<file path="src/rtl/ascon_inv_sbox_layer_pkg.sv">
// Shared types, constants and helpers for the iterative inverse Ascon
// substitution layer.
package ascon_inv_sbox_layer_pkg;

    localparam int WORDS   = 5;
    localparam int WORD_W  = 64;
    localparam int STATE_W = WORDS * WORD_W;

    // Five 64-bit words. Entry 0 is x0, which is the most significant word
    // of the packed 320-bit vector.
    typedef logic [0:WORDS-1][WORD_W-1:0] type_state;

    typedef enum logic [1:0] {
        IDLE,
        RUN,
        DONE
    } type_fsm;

    // Inverse Ascon S-box. Entry 0 is the leftmost value in the list.
    localparam logic [0:31][4:0] INV_SBOX_TABLE = {
        5'h14, 5'h1a, 5'h07, 5'h0d, 5'h00, 5'h09, 5'h0e, 5'h12,
        5'h0a, 5'h06, 5'h1d, 5'h01, 5'h19, 5'h15, 5'h13, 5'h1e,
        5'h18, 5'h16, 5'h0b, 5'h11, 5'h03, 5'h05, 5'h1c, 5'h1f,
        5'h17, 5'h1b, 5'h04, 5'h08, 5'h0f, 5'h0c, 5'h10, 5'h02
    };

    // Split a packed {x0,x1,x2,x3,x4} vector into words.
    function automatic type_state unpack_state(input logic [STATE_W-1:0] vec);
        type_state st;
        for (int i = 0; i < WORDS; i++) begin
            st[i] = vec[STATE_W-1-i*WORD_W -: WORD_W];
        end
        return st;
    endfunction

    // Join words back into a packed {x0,x1,x2,x3,x4} vector.
    function automatic logic [STATE_W-1:0] pack_state(input type_state st);
        logic [STATE_W-1:0] vec;
        vec = '0;
        for (int i = 0; i < WORDS; i++) begin
            vec[STATE_W-1-i*WORD_W -: WORD_W] = st[i];
        end
        return vec;
    endfunction

    // Columns per cycle must divide the 64-bit word into a power-of-two
    // number of slices.
    function automatic bit cols_legal(input int cols);
        return (cols == 1) || (cols == 2) || (cols == 4) || (cols == 8) ||
               (cols == 16) || (cols == 32) || (cols == 64);
    endfunction

endpackage

</file>
<file path="src/rtl/ascon_inv_sbox_layer_if.sv">
// Handshake and data bundle between a producer/consumer and the inverse
// substitution layer.
interface ascon_inv_sbox_layer_if
    import ascon_inv_sbox_layer_pkg::*;
    ();

    logic               in_valid_i;
    logic               in_ready_o;
    logic [STATE_W-1:0] state_i;
    logic               out_valid_o;
    logic               out_ready_i;
    logic [STATE_W-1:0] state_o;
    logic               busy_o;

    // Side that supplies states and consumes results.
    modport master (
        output in_valid_i,
        input  in_ready_o,
        output state_i,
        input  out_valid_o,
        output out_ready_i,
        input  state_o,
        input  busy_o
    );

    // The inverse substitution layer itself.
    modport slave (
        input  in_valid_i,
        output in_ready_o,
        input  state_i,
        output out_valid_o,
        input  out_ready_i,
        output state_o,
        output busy_o
    );

endinterface

</file>
<file path="src/rtl/ascon_inv_sbox_layer_inv_sbox.sv">
// Single-column inverse Ascon S-box: purely combinational table lookup.
module inv_sbox
    import ascon_inv_sbox_layer_pkg::*;
(
    input  logic [4:0] inv_sbox_i,
    output logic [4:0] inv_sbox_o
);

    assign inv_sbox_o = INV_SBOX_TABLE[inv_sbox_i];

endmodule

</file>
<file path="src/rtl/ascon_inv_sbox_layer.sv">
// Iterative inverse Ascon substitution layer. Inverts COLS_PER_CYCLE
// columns per clock by substituting the low columns of every word and then
// rotating all words right, so after NB_ITER cycles each column has been
// visited once and the words are back in their original bit order.
module ascon_inv_sbox_layer
    import ascon_inv_sbox_layer_pkg::*;
#(
    parameter int COLS_PER_CYCLE = 8
) (
    input logic                  clock_i,
    input logic                  reset_i,
    ascon_inv_sbox_layer_if.slave bus
);

    localparam int NB_ITER = WORD_W / COLS_PER_CYCLE;
    localparam int CNT_W   = (NB_ITER > 1) ? $clog2(NB_ITER) : 1;

    if (!cols_legal(COLS_PER_CYCLE)) begin : g_bad_cols
        $error("COLS_PER_CYCLE must be one of 1, 2, 4, 8, 16, 32, 64");
    end

    type_fsm            state_q;
    type_fsm            state_d;
    type_state          work_q;
    type_state          work_d;
    type_state          sub_words;
    logic [CNT_W-1:0]   cnt_q;
    logic [STATE_W-1:0] result_q;
    logic               in_ready;
    logic               out_valid;
    logic               busy;
    logic               accept;
    logic               last_iter;
    logic [4:0]         col_in  [COLS_PER_CYCLE];
    logic [4:0]         col_out [COLS_PER_CYCLE];

    assign accept    = bus.in_valid_i && in_ready;
    assign last_iter = (state_q == RUN) && (cnt_q == CNT_W'(NB_ITER - 1));

    // Column k gathers bit k of every word, x0 as the column MSB.
    for (genvar k = 0; k < COLS_PER_CYCLE; k++) begin : g_col
        assign col_in[k] = {work_q[0][k], work_q[1][k], work_q[2][k],
                            work_q[3][k], work_q[4][k]};

        inv_sbox u_inv_sbox (
            .inv_sbox_i (col_in[k]),
            .inv_sbox_o (col_out[k])
        );
    end

    // Next working state: substituted low columns land in the top bits,
    // which is the same as writing them back and rotating right.
    always_comb begin
        // NOTE: every variable gets a default before any branch or loop so
        // no path leaves it unassigned and no latch is inferred.
        sub_words = '0;
        work_d    = work_q;
        for (int i = 0; i < WORDS; i++) begin
            for (int k = 0; k < COLS_PER_CYCLE; k++) begin
                sub_words[i][k] = col_out[k][4-i];
            end
            work_d[i] = (work_q[i] >> COLS_PER_CYCLE) |
                        (sub_words[i] << (WORD_W - COLS_PER_CYCLE));
        end
    end

    // FSM state register.
    always_ff @(posedge clock_i) begin
        // NOTE: sequential state uses non-blocking assignments so every
        // register samples values from before the clock edge.
        if (reset_i) begin
            state_q <= IDLE;
        end else begin
            state_q <= state_d;
        end
    end

    // FSM next-state and handshake outputs.
    always_comb begin
        state_d   = state_q;
        in_ready  = 1'b0;
        out_valid = 1'b0;
        busy      = 1'b0;
        case (state_q)
            IDLE: begin
                in_ready = 1'b1;
                if (bus.in_valid_i) begin
                    state_d = RUN;
                end
            end
            RUN: begin
                busy = 1'b1;
                if (last_iter) begin
                    state_d = DONE;
                end
            end
            DONE: begin
                out_valid = 1'b1;
                if (bus.out_ready_i) begin
                    state_d = IDLE;
                end
            end
            default: begin
                state_d = IDLE;
            end
        endcase
    end

    // Working register: loaded on accept, stepped once per RUN cycle.
    always_ff @(posedge clock_i) begin
        // NOTE: the working register carries no reset; it is always loaded
        // on accept before it is read, so resetting 320 flops buys nothing.
        if (accept) begin
            work_q <= unpack_state(bus.state_i);
        end else if (state_q == RUN) begin
            work_q <= work_d;
        end
    end

    // Iteration counter and registered result.
    always_ff @(posedge clock_i) begin
        if (reset_i) begin
            cnt_q    <= '0;
            result_q <= '0;
        end else begin
            if (accept) begin
                cnt_q <= '0;
            end else if (state_q == RUN) begin
                cnt_q <= cnt_q + 1'b1;
            end
            if (last_iter) begin
                result_q <= pack_state(work_d);
            end
        end
    end

    assign bus.in_ready_o  = in_ready;
    assign bus.out_valid_o = out_valid;
    assign bus.busy_o      = busy;
    assign bus.state_o     = result_q;

endmodule

</file>
<file path="src/flat_wrapper.sv">
// flat-port wrapper written by rule: the top's interface ports become plain ports
module ascon_inv_sbox_layer_flat import ascon_inv_sbox_layer_pkg::*;
#(
    parameter int COLS_PER_CYCLE = 8
)
  (clock_i, reset_i, bus_in_valid_i, bus_in_ready_o, bus_state_i, bus_out_valid_o, bus_out_ready_i, bus_state_o, bus_busy_o);
  ascon_inv_sbox_layer_if bus_i ();
  input logic clock_i;
  input logic reset_i;
  input wire logic [$bits(bus_i.in_valid_i)-1:0] bus_in_valid_i;
  output wire logic [$bits(bus_i.in_ready_o)-1:0] bus_in_ready_o;
  input wire logic [$bits(bus_i.state_i)-1:0] bus_state_i;
  output wire logic [$bits(bus_i.out_valid_o)-1:0] bus_out_valid_o;
  input wire logic [$bits(bus_i.out_ready_i)-1:0] bus_out_ready_i;
  output wire logic [$bits(bus_i.state_o)-1:0] bus_state_o;
  output wire logic [$bits(bus_i.busy_o)-1:0] bus_busy_o;
  assign bus_i.in_valid_i = bus_in_valid_i;
  assign bus_in_ready_o = bus_i.in_ready_o;
  assign bus_i.state_i = bus_state_i;
  assign bus_out_valid_o = bus_i.out_valid_o;
  assign bus_i.out_ready_i = bus_out_ready_i;
  assign bus_state_o = bus_i.state_o;
  assign bus_busy_o = bus_i.busy_o;
  ascon_inv_sbox_layer #(.COLS_PER_CYCLE(COLS_PER_CYCLE)) u_core (.clock_i(clock_i), .reset_i(reset_i), .bus(bus_i));
endmodule
</file>
<file path="config.mk">
export PLATFORM = sky130hd
export DESIGN_NAME = ascon_inv_sbox_layer_flat
export DESIGN_NICKNAME = d
export VERILOG_FILES = /design/src/rtl/ascon_inv_sbox_layer_pkg.sv /design/src/rtl/ascon_inv_sbox_layer_if.sv /design/src/rtl/ascon_inv_sbox_layer_inv_sbox.sv /design/src/rtl/ascon_inv_sbox_layer.sv /design/src/flat_wrapper.sv
export SDC_FILE = /design/constraint.sdc
export NUM_CORES = 1
export LEC_CHECK = 0
export BUFFER_PORTS_ARGS = -buffer_cell sky130_fd_sc_hd__clkbuf_2
export CAP_MARGIN = 20
export CORE_MARGIN = 5
export CORE_UTILIZATION = 30
export DETAILED_ROUTE_END_ITERATION = 12
export GPL_ROUTABILITY_DRIVEN = 0
export PLACE_DENSITY = 0.5
export SYNTH_ARGS = -nofsm -noshare
export SYNTH_HDL_FRONTEND = slang
export SYNTH_HIERARCHICAL = 1
export SYNTH_SLANG_ARGS = --single-unit
export TNS_END_PERCENT = 50
</file>
<file path="constraint.sdc">
create_clock -name clock_i -period 17 [get_ports clock_i]
set_input_delay 5.1 -clock clock_i [delete_from_list [all_inputs] [get_ports clock_i]]
set_output_delay 5.1 -clock clock_i [all_outputs]
set_load 0.1 [all_outputs]
</file>
==> results of run 1 <==
==> registers in the layout, summed over array words and instances, names as in the netlist <==
register	flops
u_core/work_q	280
u_core/cnt_q	3
u_core/col_in	40
u_core/state_q	2
u_core/bus.state_o	320
==> cells by family (layout without fill, tap and decap cells) <==
logic type | count (synthesis) | in the layout
other | 0 | 11
DFF | 645 | 645
adders and majority gates | 58 | 58
xor gates and xnor gates | 10 | 10
AOI/OAI and AO/OA | 81 | 81
buffers and inverters | 211 | 850
and+or+nand+nor | 744 | 744
muxes | 707 | 707
==> metal layers <==
layer | track usage (%) | wire [um]
met3 | 5.056 | 6133
met2 | 28.37 | 46610
met5 | 0 | 109
met4 | 4.648 | 2102
met1 | 20.13 | 39610
==> how the worst max path moves through the flow <==
stage / from / depth (start not counted) / end / slack (ps)
2_1_floorplan: bus_in_valid_i / 1 / u_core/col_in[0]$_DFFE_PP_ / 7010
3_3_place_gp: bus_in_valid_i / 6 / u_core/work_q[174]$_DFFE_PP_ / 8580
3_5_place_dp: bus_in_valid_i / 6 / u_core/col_in[27]$_DFFE_PP_ / 8600
4_1_cts: bus_in_valid_i / 6 / u_core/work_q[191]$_DFFE_PP_ / 9300
5_1_grt: bus_in_valid_i / 6 / u_core/col_in[27]$_DFFE_PP_ / 9110
6_report: bus_in_valid_i / 6 / u_core/work_q[170]$_DFFE_PP_ / 9260
==> area by class of cell <==
class / instances / area share (%)
Sequential cell: 645 / 42.75
Clock buffer: 117 / 5.978
Antenna cell: 11 / 0.07302
Multi-Input combinational cell: 1600 / 36.44
Timing Repair Buffer: 664 / 9.061
Inverter: 40 / 0.3983
Tap cell: 1380 / 4.580
Clock inverter: 29 / 0.7203
==> through the flow <==
step                      power (mW)  worst slack [ps]  cell area (sq um)
after floorplan                2.234              7014              31020
after global placement         2.427              8576              35140
after detailed placement       2.429              8595              35140
after CTS                      4.137              9295              37670
after global routing           4.252              9105              37680
final                          4.048              9258              37700
==> cells in the mapped netlist <==
| library cell | instances |
|---|---|
| nand2b_1 | 659 |
| mux2i_1 | 358 |
| dfxtp_1 | 325 |
| edfxtp_1 | 320 |
| mux2_2 | 295 |
| clkbuf_1 | 72 |
| ha_1 | 58 |
| buf_4 | 55 |
| inv_1 | 33 |
| nand2_1 | 33 |
| mux2_1 | 32 |
| buf_2 | 23 |
| mux4_2 | 22 |
| buf_6 | 21 |
| o21ai_0 | 15 |
| a21oi_1 | 13 |
| nor2_1 | 10 |
| nand3b_1 | 8 |
| xnor2_1 | 8 |
| a211oi_1 | 7 |
| a21o_1 | 7 |
| a32o_1 | 7 |
| a32oi_1 | 7 |
| inv_2 | 7 |
| o21bai_1 | 7 |
| o22a_1 | 7 |
| or2_1 | 7 |
| or2_2 | 7 |
| or3_1 | 7 |
| nor2b_1 | 5 |
| o211ai_1 | 3 |
| o2bb2ai_1 | 3 |
| a31oi_1 | 2 |
| nor3_1 | 2 |
| nor3b_1 | 2 |
| o21ba_2 | 2 |
| xor2_1 | 2 |
| and2_1 | 1 |
| and3_1 | 1 |
| and3b_1 | 1 |
| nor3b_2 | 1 |
| o31ai_1 | 1 |
==> power by group through the flow <==
stage	combinational (mW)	sequential, mW	clock, mW
after floorplan	0.367	1.87	0
after global placement	0.492	1.94	0
after detailed placement	0.496	1.93	0
after CTS	0.500	1.90	1.74
after global routing	0.535	1.92	1.80
final	0.485	1.90	1.67
==> worst reg2reg max path: cells and delay by family, from the launching register on <==
family                   cells  cell delay [ps]
AND/OR/NAND/NOR              1              690
adder cells (fa/ha/maj)      2              320
buffers and inverters        3             2510
flip-flops                   1              350
multiplexers                 1              380
==> results.md, run 1 <==
* Clk_lat worst skew at between 600 and 700 ps
* Hold Path End: u_core/bus.state_o[311]$_SDFFE_PP0P_
* Area of the multi-input gates at about 14000 sq um
* Cell Pwr Density at around 110 nW/um^2
* Ys Warns at 6
* Routed WL per cell at around 21 um
* Die X-Extent at around 330 um
* Internal power at ~3 mW
* Clk pin slew, worst setup/hold paths at roughly 60 ps
* Slew Viols, Final at 0
* Syn nets at 2838
* Starting density of the core at between 30% and 40%
* Hold slack at approximately 470 ps
* Number of global-route vias before repair at approximately 20000
* Syn Area/Cell at about 13 sq um
* Critical Path Fanout Max at roughly 150
* Crit path top cell by count: buf_4
* WHS Path Cells at 2
* Synth Area in Compound Gates at under 10%
* Post-synthesis mux area share at 25.02%
* Maximum buffer depth of the clock tree at 3
* Synth Area in XOR/XNOR at 0.2823%
* Synth Instances at 2456
* Largest family of logic cells by synthesized area: multiplexers
* Period utilization at between 40 and 50%
* R2r setup slk at between 10000 and 15000 ps
* Sequential share of power at between 40% and 50%
* Nets at between 3000 and 4000
* Area of the mapped netlist at 31020 sq um
* Fmax at ~130 MHz
* Max incr delay on CP at between 700 and 800 ps
* Leak at approximately 14 nW
* Adder-Cell Fraction of Synth Area at roughly 2.3%
* Sink Count at 645
* # IOs at approximately 650
* GRT Total Usage at roughly 17%
* WP buf/inv at 4
* Final wirelength at between 90000 and 100000 um
* Postcts setup bufs at 0
* Placed cell count at 4329
* Startpoint Class: input pin
* WP data arrival at between 8000 and 9000 ps
* Final setup violation count at 0
* Post-DP HPWL at approximately 66000 um
* DIE AREA at between 100000 and 150000 sq um
* Cts hold-fix bufs at 0
* Clock power frac at a little over 40%
* DRC at 0
* Vias at ~20000
* Minimum clock period at about 7700 ps
* Via-to-Cell Ratio at roughly 4.4
* Max Cap Viol at 0
* Final core utilization at between 30 and 40%
* Share of cells above drive strength 1 at 35.83%
* Largest net degree at the start of global routing at between 200 and 300
* Cts bufs inserted at 80
* Hold Crit Class: reg -> reg
* Synth top area share at approximately 31%
* Clock Skews at between 15 and 20 ps
* Grt ovf at 0
* First-pass GRT wire length at about 140000 um
* Post-CTS sizing at 0
* Total iterations of the first detailed-routing run at 5
* Relative slew slack at 32.15%
* H-tree depth at 3
* Setup CP Type: in -> reg
* Max IR drop VDD at ~0.066 mV
* NetSw at about 1.0 mW
* WP data required at approximately 17000 ps
* Most frequent cells in the layout: nand2b_1 (659), clkbuf_2 (645), mux2i_1 (358), dfxtp_1 (325), edfxtp_1 (320)
* Num rows at around 120
* Yosys cell types at 42
* Fin Setup TNS at 0 ps
* Most common cell after layout, fill and taps aside: nand2b_1
* PortBufs at roughly 650
* Largest area contributor in the netlist: edfxtp_1
* Reg2Reg Depth at 7
* Top delay family on crit path: buffers and inverters
* CTS tree: done
* Crit end category: register
* Final hold vios at 0
* Register area at 16120 sq um
* Worst r2r dst: u_core/bus.state_o[211]$_SDFFE_PP0P_
* Synth Register Bits at roughly 650
* Initial antenna violation count at 24
* Core area at between 100000 and 150000 sq um
* ANT nets after route at 0
* Hold path startpoint: u_core/bus.state_o[311]$_SDFFE_PP0P_
* Status: complete, no violations
* DIE HEIGHT at roughly 330 um
* Register area share after synthesis at 51.95%
* Cell Chain, Critical Path: clkbuf_2, nor3b_4, buf_12, buf_4, buf_4, mux2_2
* Clock root buffer: clkbuf_16
* RSZ-0062 raised after global routing: false
* CP max stage cell: buf_4
* Sw Ratio at between 20% and 30%
* Logic pwr share at 12.0%
* Syn-to-layout area delta at 21.52%
* Filler Cell Count at between 10000 and 15000
* R2r startpoint: u_core/cnt_q[0]$_SDFFE_PP0N_
* DR iter-0 viols at ~1100
* Final std cells w/o fill at 4486
* Simple logic cell fraction of the synthesized area at between 10 and 15%
* Dominant cells by area after synthesis: edfxtp_1 (31%), dfxtp_1 (21%), nand2b_1 (13%), mux2i_1 (12%), mux2_2 (11%)
* Worst slew pin tran at roughly 1000 ps
No activity file was read; power rests on OpenSTA's default activity.
==> run 2, diff against run 1 <==
==> constraint.sdc (replaced) <==
create_clock -name clock_i -period 8.05 [get_ports clock_i]
set_input_delay 2.415 -clock clock_i [delete_from_list [all_inputs] [get_ports clock_i]]
set_output_delay 2.415 -clock clock_i [all_outputs]
set_load 0.1 [all_outputs]
==> results.md, run 2 (same netlist as run 1, synthesis figures left out) <==
* WP data arrival at 2120 ps (was 8120 ps)
* Max Cap Viol at 0 (unchanged)
* Max incr delay on CP at 540 ps (was 790 ps)
* PortBufs at 646 (unchanged)
* Relative slew slack at 25.04% (was 32.15%)
* Sequential share of power at 46.8% (was 46.9%)
* First-pass GRT wire length at 137600 um (was 137900 um)
* Cell Chain, Critical Path: nor2b_1, clkbuf_2 (was clkbuf_2, nor3b_4, buf_12, buf_4, buf_4, mux2_2)
* Leak at 14.50 nW (was 14.47 nW)
* Nets at 3409 (was 3413)
* Largest register FFs at 320 (unchanged)
* Max IR drop VDD at 0.1316 mV (was 0.06576 mV)
* CP startpoint: u_core/state_q[0]$_SDFFE_PP0P_ (was bus_in_valid_i)
* Cts hold-fix bufs at 0 (unchanged)
* H-tree depth at 3 (unchanged)
* Period utilization at 56.29%
* Reg2Reg Depth at 6 (was 7)
* Slew Viols, Final at 0 (unchanged)
* Placed cell count at 4325 (was 4329)
* Postcts setup bufs at 0 (unchanged)
* Critical Path Fanout Max at 8 (was 145)
* Setup CP Type: reg -> out (was in -> reg)
* GRT Total Usage at 16.49% (was 16.53%)
* DIE AREA at 109900 sq um (unchanged)
* Grt ovf at 0 (unchanged)
* Maximum buffer depth of the clock tree at 3 (unchanged)
* Setup WS post-layout at 3519 ps (was 9258 ps)
* Cts bufs inserted at 80 (unchanged)
* Num rows at 118 (unchanged)
* Clock Skews at 21.49 ps (was 17.92 ps)
* Logic pwr share at 11.9% (was 12.0%)
* Clock power frac at 41.3% (was 41.2%)
* Vias at 19717 (was 19807)
* Top delay family on crit path: buffers and inverters (unchanged)
* Final wirelength at 94160 um (was 94570 um)
* Most frequent cells in the layout: nand2b_1 (659), clkbuf_2 (645), mux2i_1 (358), dfxtp_1 (325), edfxtp_1 (320) (unchanged)
* # IOs at 647 (unchanged)
* Minimum clock period at ~4500 ps
* R2r setup slk at 4910 ps (was 12680 ps)
* Syn-to-layout area delta at 21.74% (was 21.52%)
* Hold Crit Class: reg -> reg (unchanged)
* DR iter-0 viols at 1119 (was 1098)
* DIE HEIGHT at 331.6 um (unchanged)
* Number of global-route vias before repair at 20156 (was 20173)
* NetSw at 2.202 mW (was 1.032 mW)
* Final hold vios at 0 (unchanged)
* WP buf/inv at 1 (was 4)
* Internal power at 6.356 mW (was 3.016 mW)
* Sink Count at 645 (unchanged)
* Status: complete, no violations (unchanged)
* Routed WL per cell at 21.01 um (was 21.08 um)
* Worst r2r dst: u_core/bus.state_o[133]$_SDFFE_PP0P_ (was u_core/bus.state_o[211]$_SDFFE_PP0P_)
* RSZ-0062 raised after global routing: false (unchanged)
* Crit end category: output port (was register)
* DRC at 0 (unchanged)
* Final std cells w/o fill at 4481 (was 4486)
* Worst slew pin tran at 1124 ps (was 1018 ps)
* Fmax at 220.7 MHz
* Starting density of the core at 30.10% (unchanged)
* Post-CTS sizing at 0 (unchanged)
* Initial antenna violation count at 21 (was 24)
* Post-DP HPWL at 65600 um (was 66140 um)
* Clock root buffer: clkbuf_16 (unchanged)
* WP data required at 5640 ps (was 17380 ps)
* R2r startpoint: u_core/cnt_q[0]$_SDFFE_PP0N_ (unchanged)
* Largest net degree at the start of global routing at 231 (was 254)
* Filler Cell Count at 10344 (was 10377)
* CP max stage cell: clkbuf_2 (was buf_4)
* CP Depth at 2 (was 6)
* Core area at 103100 sq um (unchanged)
* Final setup violation count at 0 (unchanged)
* ANT nets after route at 0 (unchanged)
* CTS tree: done (unchanged)
* Sw Ratio at 25.73% (was 25.49%)
* Clk pin slew, worst setup/hold paths at 60 ps (about the same)
* Share of cells above drive strength 1 at 35.96% (was 35.83%)
* Most common cell after layout, fill and taps aside: nand2b_1 (unchanged)
* Via-to-Cell Ratio at 4.400 (was 4.415)
* Cell Pwr Density at 226.6 nW/um^2 (was 107.4 nW/um^2)
* Final core utilization at 36.64% (was 36.58%)
* Startpoint Class: register (was input pin)
* Clk_lat worst skew at 640 ps (was 630 ps)
* Fin Setup TNS at 0 ps (unchanged)
* Total iterations of the first detailed-routing run at 5 (unchanged)
* Place WS at 3154 ps (was 8595 ps)
* CP Capture Point: bus_busy_o (was u_core/work_q[170]$_DFFE_PP_)
* Die X-Extent at 331.6 um (unchanged)
* Hold slack at 468.3 ps (was 470.2 ps)
==> run 2: cell types whose count changed in the layout (fill, tap and decap cells not counted), moves of 2 or more <==
cell / change
buf_4: -10
buf_12: +6
bufinv_16: -2
clkinv_2: +3
clkbuf_8: +7
clkinv_1: -2
diode_2: -2
clkbuf_1: -4
==> run 2: through the flow <==
stage | instance area, sq um | total power [mW]
after floorplan | 31020 | 4.717
after global placement | 35190 | 5.124
after detailed placement | 35190 | 5.128
after CTS | 37740 | 8.740
after global routing | 37750 | 8.988
final | 37760 | 8.558
==> run 2: how the worst min path moves through the flow <==
| stage | endpoint | startpoint | depth (start not counted) | slack, ps |
|---|---|---|---|---|
| 4_1_cts | u_core/bus.state_o[170]$_SDFFE_PP0P_ | u_core/bus.state_o[170]$_SDFFE_PP0P_ | 2 | 470 |
| 5_1_grt | u_core/bus.state_o[265]$_SDFFE_PP0P_ | u_core/bus.state_o[265]$_SDFFE_PP0P_ | 2 | 490 |
| 2_1_floorplan | u_core/cnt_q[1]$_SDFFE_PP0N_ | u_core/cnt_q[1]$_SDFFE_PP0N_ | 2 | 460 |
| 6_report | u_core/bus.state_o[135]$_SDFFE_PP0P_ | u_core/bus.state_o[135]$_SDFFE_PP0P_ | 2 | 470 |
| 3_3_place_gp | u_core/bus.state_o[121]$_SDFFE_PP0P_ | u_core/bus.state_o[121]$_SDFFE_PP0P_ | 2 | 460 |
| 3_5_place_dp | u_core/bus.state_o[234]$_SDFFE_PP0P_ | u_core/bus.state_o[234]$_SDFFE_PP0P_ | 2 | 460 |
==> run 2: final cells by class <==
type | instances | area, sq um | area share, %
Antenna cell | 9 | 22.52 | 0.05964
Clock buffer | 119 | 2310 | 6.116
Clock inverter | 28 | 241.5 | 0.6395
Inverter | 40 | 150.1 | 0.3976
Multi-Input combinational cell | 1600 | 13740 | 36.37
Sequential cell | 645 | 16120 | 42.68
Tap cell | 1380 | 1727 | 4.572
Timing Repair Buffer | 660 | 3461 | 9.165
==> run 2: metal layers <==
layer  routed length (um)  share of wire, %  vias to the layer above  GRT usage (%)
met4                 2438               2.6                       10          5.109
met2                45960                49                      457          28.03
li1                     -                 -                     9722              -
met5                   75             0.080                        -              0
met1                39620                42                     9413          20.11
met3                 6070               6.4                      115          5.045
==> run 2: tightest hold or removal path, delay by kind of cell, from the launching register on <==
kind	cells	cell delay, ps
DFF	1	310
and+or+nand+nor	1	60
muxes	1	50
==> run 2: power groups by stage <==
| stage | Sequential (mW) | Clock, mW | Combinational [mW] |
|---|---|---|---|
| 2_1_floorplan | 3.94 | 0 | 0.774 |
| 3_3_place_gp | 4.09 | 0 | 1.04 |
| 3_5_place_dp | 4.09 | 0 | 1.04 |
| 4_1_cts | 4.02 | 3.67 | 1.05 |
| 5_1_grt | 4.05 | 3.82 | 1.13 |
| 6_report | 4.01 | 3.53 | 1.02 |
==> run 3, diff against run 2 <==
==> constraint.sdc (replaced) <==
create_clock -name clock_i -period 4.2 [get_ports clock_i]
set_input_delay 1.26 -clock clock_i [delete_from_list [all_inputs] [get_ports clock_i]]
set_output_delay 1.26 -clock clock_i [all_outputs]
set_load 0.1 [all_outputs]
==> results.md, run 3 (same netlist as run 1, synthesis figures left out) <==
* Fin Setup TNS at 0 ps (unchanged)
* Critical Path Fanout Max at 8 (unchanged)
* WHS Path Cells at 2 (unchanged)
* Die X-Extent at 331.6 um (unchanged)
* Clk pin slew, worst setup/hold paths at 60 ps (about the same)
* Setup CP Type: reg -> out (unchanged)
* Final hold vios at 0 (unchanged)
* Sink Count at 645 (unchanged)
* Via-to-Cell Ratio at 4.408 (was 4.400)
* Largest net degree at the start of global routing at 121 (was 231)
* Crit end category: output port (unchanged)
* Routed WL per cell at 21.15 um (was 21.01 um)
* Power consumption at 16.46 mW (was 8.558 mW)
* Final setup violation count at 0 (unchanged)
* Postcts setup bufs at 0 (unchanged)
* Final wirelength at 95450 um (was 94160 um)
* H-tree depth at 3 (unchanged)
* Max Cap Viol at 0 (unchanged)
* Register area at 16120 sq um (unchanged)
* Leak at 14.73 nW (was 14.50 nW)
* # IOs at 647 (unchanged)
* Minimum clock period at 3366 ps
* Period utilization at around four fifths
* Clk_lat worst skew at 640 ps (about the same)
* Largest register FFs at 320 (unchanged)
* Startpoint Class: register (unchanged)
* PortBufs at 646 (unchanged)
* Initial antenna violation count at 14 (was 21)
* CTS tree: done (unchanged)
* First-pass GRT wire length at 140300 um (was 137600 um)
* Max IR drop VDD at 0.2856 mV (was 0.1316 mV)
* Cell Pwr Density at 430.4 nW/um^2 (was 226.6 nW/um^2)
* Relative slew slack at 41.88% (was 25.04%)
* Most common cell after layout, fill and taps aside: nand2b_1 (unchanged)
* Status: complete, no violations (unchanged)
* DIE AREA at 109900 sq um (unchanged)
* Hold Crit Class: reg -> reg (unchanged)
* Clock Skews at 24.35 ps (was 21.49 ps)
* Share of cells above drive strength 1 at 36.53% (was 35.96%)
* Area of the multi-input gates at 13740 sq um (unchanged)
* Total iterations of the first detailed-routing run at 5 (unchanged)
* DR iter-0 viols at 1045 (was 1119)
* Filler Cell Count at 10225 (was 10344)
* Post-DP HPWL at 70280 um (was 65600 um)
* Grt ovf at 0 (unchanged)
* Starting density of the core at 30.10% (unchanged)
* WP data arrival at 2110 ps (was 2120 ps)
* Cts bufs inserted at 79 (was 80)
* Vias at 19898 (was 19717)
* Post-CTS sizing at 0 (unchanged)
* Setup WS post-layout at 833.7 ps (was 3519 ps)
* Core area at 103100 sq um (unchanged)
* Place WS at 1129 ps (was 3154 ps)
* Nets at 3442 (was 3409)
* Most frequent cells in the layout: nand2b_1 (659), clkbuf_2 (645), mux2i_1 (358), dfxtp_1 (325), edfxtp_1 (320) (unchanged)
* Cts hold-fix bufs at 0 (unchanged)
* Slew Viols, Final at 0 (unchanged)
* WP data required at 2940 ps (was 5640 ps)
* DRC at 0 (unchanged)
* Number of global-route vias before repair at 20679 (was 20156)
* GRT Total Usage at 16.81% (was 16.49%)
* Reg2Reg Depth at 5 (was 6)
* RSZ-0062 raised after global routing: false (unchanged)
* Maximum buffer depth of the clock tree at 3 (unchanged)
* Worst slew pin tran at 871.8 ps (was 1124 ps)
* Syn-to-layout area delta at 23.27% (was 21.74%)
* DIE HEIGHT at 331.6 um (unchanged)
* Num rows at 118 (unchanged)
* Clock root buffer: clkbuf_16 (unchanged)
* Fmax at between 200 and 300 MHz
* ANT nets after route at 0 (unchanged)
-- run 3: changes by cell type in the layout (fill, tap and decap cells not counted), sizes merged --
cell,previous run,this run
bufinv,2,3
inv,45,43
clkinvlp,1,2
diode,9,8
buf,15,49
-- run 3: final timing paths --
kind / from / slack (ps) / to
worst min register to register: u_core/bus.state_o[131]$_SDFFE_PP0P_ / 470 / u_core/bus.state_o[131]$_SDFFE_PP0P_
worst max register to register: u_core/col_in[16]$_DFFE_PP_ / 1590 / u_core/work_q[188]$_DFFE_PP_
worst min-delay path: u_core/bus.state_o[131]$_SDFFE_PP0P_ / 470 / u_core/bus.state_o[131]$_SDFFE_PP0P_
worst max-delay path: u_core/state_q[0]$_SDFFE_PP0P_ / 830 / bus_busy_o
-- run 3: critical path: stages (launching register included) --
cell	delay [ps]
dfxtp_1	560
nor2b_1	390
clkbuf_2	530
-- run 3: area by class of cell --
class	count	share of cell area, %
antenna	8	0.05236
clock buffer	119	6.077
clock inverter	28	0.6185
inverter	40	0.3927
multi-input combinational	1600	35.92
sequential	645	42.15
tap	1380	4.516
timing repair buffer	694	10.27
-- run 3: stage by stage --
stage	hold WS, ps	utilization [%]	cells	area [sq um]
2_1_floorplan	459.3	-	2456	31030
3_3_place_gp	458.7	34.60	4359	35660
3_5_place_dp	460.2	34.60	4359	35660
4_1_cts	471.7	37.08	4506	38220
5_1_grt	482.2	37.09	4508	38220
6_report	468.7	37.10	4514	38240
-- run 3: power breakdown --
part / internal (mW) / total (mW) / switching, mW
Sequential: 7.22 / 7.73 / 0.506
Clock: 4.01 / 6.77 / 2.76
Combinational: 1.05 / 1.96 / 0.911
Total: 12.3 / 16.5 / 4.17
-- run 3: metal layers --
| metal | share of wire, % | track usage [%] | vias up |
|---|---|---|---|
| met3 | 6.3 | 4.881 | 111 |
| li1 | - | - | 9781 |
| met4 | 2.3 | 5.019 | 8 |
| met2 | 49 | 28.92 | 437 |
| met1 | 42 | 20.45 | 9561 |
| met5 | 0.049 | 0 | - |
